File: src/rtl/alu_flag_unit.sv
// alu_flag_unit: registered status flags (Z, C, N, V) for the ALU datapath,
// with sticky accumulated copies and a saturating overflow-event counter.
module alu_flag_unit #(
  parameter int WIDTH = 8,
  parameter int CNT_W = 8
) (
  input  logic             clk,
  input  logic             rst,
  input  logic             valid_in,
  input  logic [2:0]       opcode,
  input  logic [WIDTH-1:0] op_a,
  input  logic [WIDTH-1:0] op_b,
  input  logic [WIDTH-1:0] result,
  input  logic             carry_raw,
  input  logic             sticky_clr,
  input  logic             cnt_clr,
  output logic             valid_out,
  output logic             zero_flag,
  output logic             carry_flag,
  output logic             neg_flag,
  output logic             ovf_flag,
  output logic [3:0]       sticky_flags,
  output logic [CNT_W-1:0] ovf_count
);

  typedef enum logic [2:0] {
    OP_SUM   = 3'd0,
    OP_RES   = 3'd1,
    OP_PRO   = 3'd2,
    OP_ANDS  = 3'd3,
    OP_ORS   = 3'd4,
    OP_NANDS = 3'd5,
    OP_NORS  = 3'd6,
    OP_XORS  = 3'd7
  } opcodeE;

  logic             validQ;
  logic             zeroQ, carryQ, negQ, ovfQ;
  logic             zeroD, carryD, negD, ovfD;
  logic [3:0]       stickyQ, stickyD, stickyBase;
  logic [CNT_W-1:0] cntQ, cntD, cntBase;
  logic             aMsb, bMsb, rMsb;

  assign aMsb = op_a[WIDTH-1];
  assign bMsb = op_b[WIDTH-1];
  assign rMsb = result[WIDTH-1];

  // Flags for the operation currently on the inputs; carry and overflow only
  // mean something for the arithmetic opcodes.
  always_comb begin
    zeroD  = (result == '0);
    negD   = rMsb;
    carryD = 1'b0;
    ovfD   = 1'b0;
    case (opcodeE'(opcode))
      OP_SUM: begin
        carryD = carry_raw;
        ovfD   = (aMsb == bMsb) && (rMsb != aMsb);
      end
      OP_RES: begin
        carryD = carry_raw;
        ovfD   = (aMsb != bMsb) && (rMsb != aMsb);
      end
      OP_PRO: begin
        carryD = carry_raw;
      end
      default: begin
        carryD = 1'b0;
        ovfD   = 1'b0;
      end
    endcase
  end

  // Sticky flags: a clear wipes history, a new operation is OR-ed in on top,
  // so clear plus operation in one cycle leaves just the new flags.
  always_comb begin
    stickyBase = sticky_clr ? 4'b0000 : stickyQ;
    stickyD    = stickyBase;
    if (valid_in) begin
      stickyD = stickyBase | {ovfD, negD, carryD, zeroD};
    end
  end

  // Overflow counter: clear first, then count the new event unless already
  // at all-ones, so the count saturates instead of wrapping.
  always_comb begin
    cntBase = cnt_clr ? '0 : cntQ;
    cntD    = cntBase;
    if (valid_in && ovfD && (cntBase != '1)) begin
      cntD = cntBase + CNT_W'(1);
    end
  end

  // State registers; flags only move on an accepted operation so that
  // undriven operands during idle cycles never reach the outputs.
  always_ff @(posedge clk or posedge rst) begin
    if (rst) begin
      validQ  <= 1'b0;
      zeroQ   <= 1'b0;
      carryQ  <= 1'b0;
      negQ    <= 1'b0;
      ovfQ    <= 1'b0;
      stickyQ <= 4'b0000;
      cntQ    <= '0;
    end else begin
      validQ  <= valid_in;
      stickyQ <= stickyD;
      cntQ    <= cntD;
      if (valid_in) begin
        zeroQ  <= zeroD;
        carryQ <= carryD;
        negQ   <= negD;
        ovfQ   <= ovfD;
      end
    end
  end

  assign valid_out    = validQ;
  assign zero_flag    = zeroQ;
  assign carry_flag   = carryQ;
  assign neg_flag     = negQ;
  assign ovf_flag     = ovfQ;
  assign sticky_flags = stickyQ;
  assign ovf_count    = cntQ;

endmodule

File: config.mk
export PLATFORM = sky130hd
export DESIGN_NAME = alu_flag_unit
export DESIGN_NICKNAME = d
export VERILOG_FILES = /design/src/rtl/alu_flag_unit.sv
export SDC_FILE = /design/constraint.sdc
export NUM_CORES = 1
export LEC_CHECK = 0
export CAP_MARGIN = 20
export CORE_MARGIN = 5
export CORE_UTILIZATION = 34
export DETAILED_ROUTE_END_ITERATION = 10
export PLACE_DENSITY_LB_ADDON = 0.05
export SKIP_CTS_REPAIR_TIMING = 1
export SYNTH_ARGS = -nofsm -noshare
export SYNTH_HDL_FRONTEND = slang
export SYNTH_SLANG_ARGS = --single-unit
File: constraint.sdc
create_clock -name clk -period 1.86 [get_ports clk]
set_input_delay 0.372 -clock clk [delete_from_list [all_inputs] [get_ports clk]]
set_output_delay 0.372 -clock clk [all_outputs]
set_load 0.01 [all_outputs]
==> impl_metrics.tcl <==
set metrics [dict create \
    cts_root_buf "clkbuf_4" \
    grt-ovfl-total 0 \
    fin_ws_ns 0.0749 \
    gp_congestion 0.732 \
    crit_arrival_ns 2.00 \
    fin_crit_sh_pct 96.0 \
    gr-usage-all-layers_pct 15.8 \
    syn_inst 88 \
    cp-start-kind "flip-flop" \
    switchingPower_uw 184 \
    clock_sinks 17 \
    whs_ns 0.381 \
    cpPeakStageDelay_ns 0.42 \
    ios 50 \
    seq_area_um2 425 \
    ant_nets 0 \
    dp_slack_ns -0.510 \
    final_nets 183 \
    p_int_uw 557 \
    holdCritPathClass "in -> async" \
    power.density_nw_per_um2 492 \
    final_common_cell "clkdlybuf4s50_1" \
    fillers 222 \
    die_x_um 60.9 \
    criticalPathCategory "reg -> reg" \
    p_leak_uw 0.000656 \
    swShare_pct 24.8 \
    clk_pin_slew_ns 0.10 \
    crit_slowest_cell "or4_4" \
    die-area_um2 3700 \
    worst_ep_required_time_ns 2.08 \
    final_cells 178 \
    synth-seq-area-share_pct 48.4 \
    critPathCaptureType "flip-flop" \
    crit_chain "nor2b_1, ha_2, and2_1, a311o_1, or4_4, a21oi_2" \
    dp_cells 171 \
    drtPass1Iterations 4 \
    grt_pass1_vias 990 \
    drcViolationCount 0 \
    status "completed" \
    postLayoutCellArea_um2 1510 \
    via_per_inst 4.99 \
    areaGrowthSynthToFinish_pct 71.3 \
    htreeDepth 1 \
    p_seq_share_pct 52.2 \
    drv_cap 0 \
    cts_tree "done" \
    hold_viol 0 \
    power_frac_comb_pct 21.2 \
    cts_buffers 3 \
    synth_nets 122 \
    diodes 0 \
    dr_total_vias 889 \
    slew_headroom_pct 83.2 \
    detail_route.wl_per_cell_um 14.4 \
    clockBufferDepth 2 \
    num_rows 18 \
    setup_violations 0 \
    port_buffers 35 \
    worst_pin_slew_ns 0.249 \
    slew_viol_final 0 \
    power_uw 741 \
    syn_area_um2 880 \
    multi_input_area_um2 449 \
    grt_max_degree 18 \
    dpl.hpwl_um 2020 \
    ys_ff_latch 17 \
    core_um2 2480 \
    antenna_found_initial 0 \
    start_util_pct 35.5 \
    clock_latency_ns 0.29 \
    ir_worst_vdd_mv 0.368 \
    mostFrequentLayoutCells "clkdlybuf4s50_1 (32), buf_4 (22), dfrtp_1 (17)" \
    dpl-instance-area_um2 1420 \
    drt_iter0_markers 25 \
    wirelength_um 2560 \
    grt_pass1_wl_um 4340 \
    fp.dieH_um 60.9 \
    fin_skew_ns 0.00736 \
    ys_warn_count 0 \
    max_clock_freq_mhz 560 \
    drive_above_1_share_pct 26.4 \
    path_max_fanout 3 \
    p_clk_share_pct 26.7 \
    post-route-min-period_ns 1.79 \
    postSynthAreaPerCell_um2 10.0 \
    synth_cell_types 33 \
]
==> layer usage <==
layer,wire (µm),track usage (%)
met1,1030,17.4
met2,1340,28.4
met3,155,4.26
met4,33,6.81
met5,0,0
==> state kept, by name, indices dropped and copies added, names as in the netlist <==
name          count
ovf_count         8
sticky_flags      4
carry_flag        1
neg_flag          1
ovf_flag          1
valid_out         1
zero_flag         1
==> layout make-up <==
class                   instances  area share [%]
clock buffers                   4            1.74
inverters                      12            2.99
multi-input cells              58            29.8
flip-flops and latches         17            28.2
well taps                      30            2.49
repair buffers                 57            34.7
==> power groups by stage <==
stage	clock, µW	combinational, µW	sequential, µW
global placement	0	147	393
detailed placement	0	150	394
global route	220	172	389
floorplan	0	43.3	399
CTS	209	150	387
finish	197	157	386
==> final timing paths <==
check / start / endpoint / slack, ns / depth (start not counted)
worst max-delay path: ovf_count[1] / ovf_count[5] / 0.07 / 6
worst min-delay path: rst / ovf_count[4] / 0.38 / 3
worst max register to register: ovf_count[1] / ovf_count[5] / 0.07 / 6
worst min register to register: ovf_flag / ovf_flag / 0.53 / 2
max in group asynchronous: rst / ovf_count[5] / 1.28 / 3
min in group clk: cnt_clr / ovf_count[5] / 0.53 / 3
==> metrics by stage <==
| stage | TNS (ns) | utilization, % |
|---|---|---|
| 2_1_floorplan | 0 | - |
| 3_3_place_gp | -2.53 | 57.1 |
| 3_5_place_dp | -3.03 | 57.1 |
| 4_1_cts | -0.433 | 58.2 |
| 5_1_grt | -0.00812 | 60.8 |
| 6_report | 0 | 60.8 |
==> cell usage after synthesis (all sizes together) <==
master | n | area share (%)
a21oi | 3 | 1.7
a311o | 1 | 1.1
a311oi | 1 | 1.0
a31o | 1 | 1.0
a31oi | 1 | 0.71
a41oi | 1 | 1.0
and2 | 1 | 0.71
and3 | 1 | 0.71
and4 | 1 | 1.0
buf | 1 | 0.57
dfrtp | 17 | 48
ha | 1 | 1.4
inv | 12 | 5.1
mux2 | 3 | 4.3
mux2i | 1 | 1.6
nand2 | 4 | 1.7
nand2b | 2 | 1.4
nand3 | 3 | 1.7
nand3b | 1 | 0.85
nand4 | 5 | 3.6
nand4b | 1 | 1.0
nor2 | 2 | 0.85
nor2b | 6 | 4.3
nor3 | 1 | 0.57
nor3b | 1 | 2.1
nor4 | 2 | 1.4
o21ai | 8 | 4.6
o31ai | 1 | 0.85
or4 | 1 | 0.85
xnor2 | 3 | 3.0
xor2 | 1 | 1.0
==> cells by family (layout without fill, tap and decap cells) <==
logic type	count (synthesis)	count (layout)	synth area share, %
XOR/XNOR	4	4	3.98
buffers and inverters	13	73	5.69
adder cells (fa/ha/maj)	1	1	1.42
multiplexers	4	4	5.83
AO/OA/AOI/OAI	17	17	11.9
AND/OR/NAND/NOR	32	32	22.8
flip-flops	17	17	48.4
==> worst max-delay path, delay by kind of cell, from the launching register on <==
kind                     cells  cell delay [ns]
AO/OA/AOI/OAI                2             0.40
adder cells (fa/ha/maj)      1             0.19
flip-flops                   1             0.39
AND/OR/NAND/NOR              3             0.73
(Power assumes the default switching activity.)
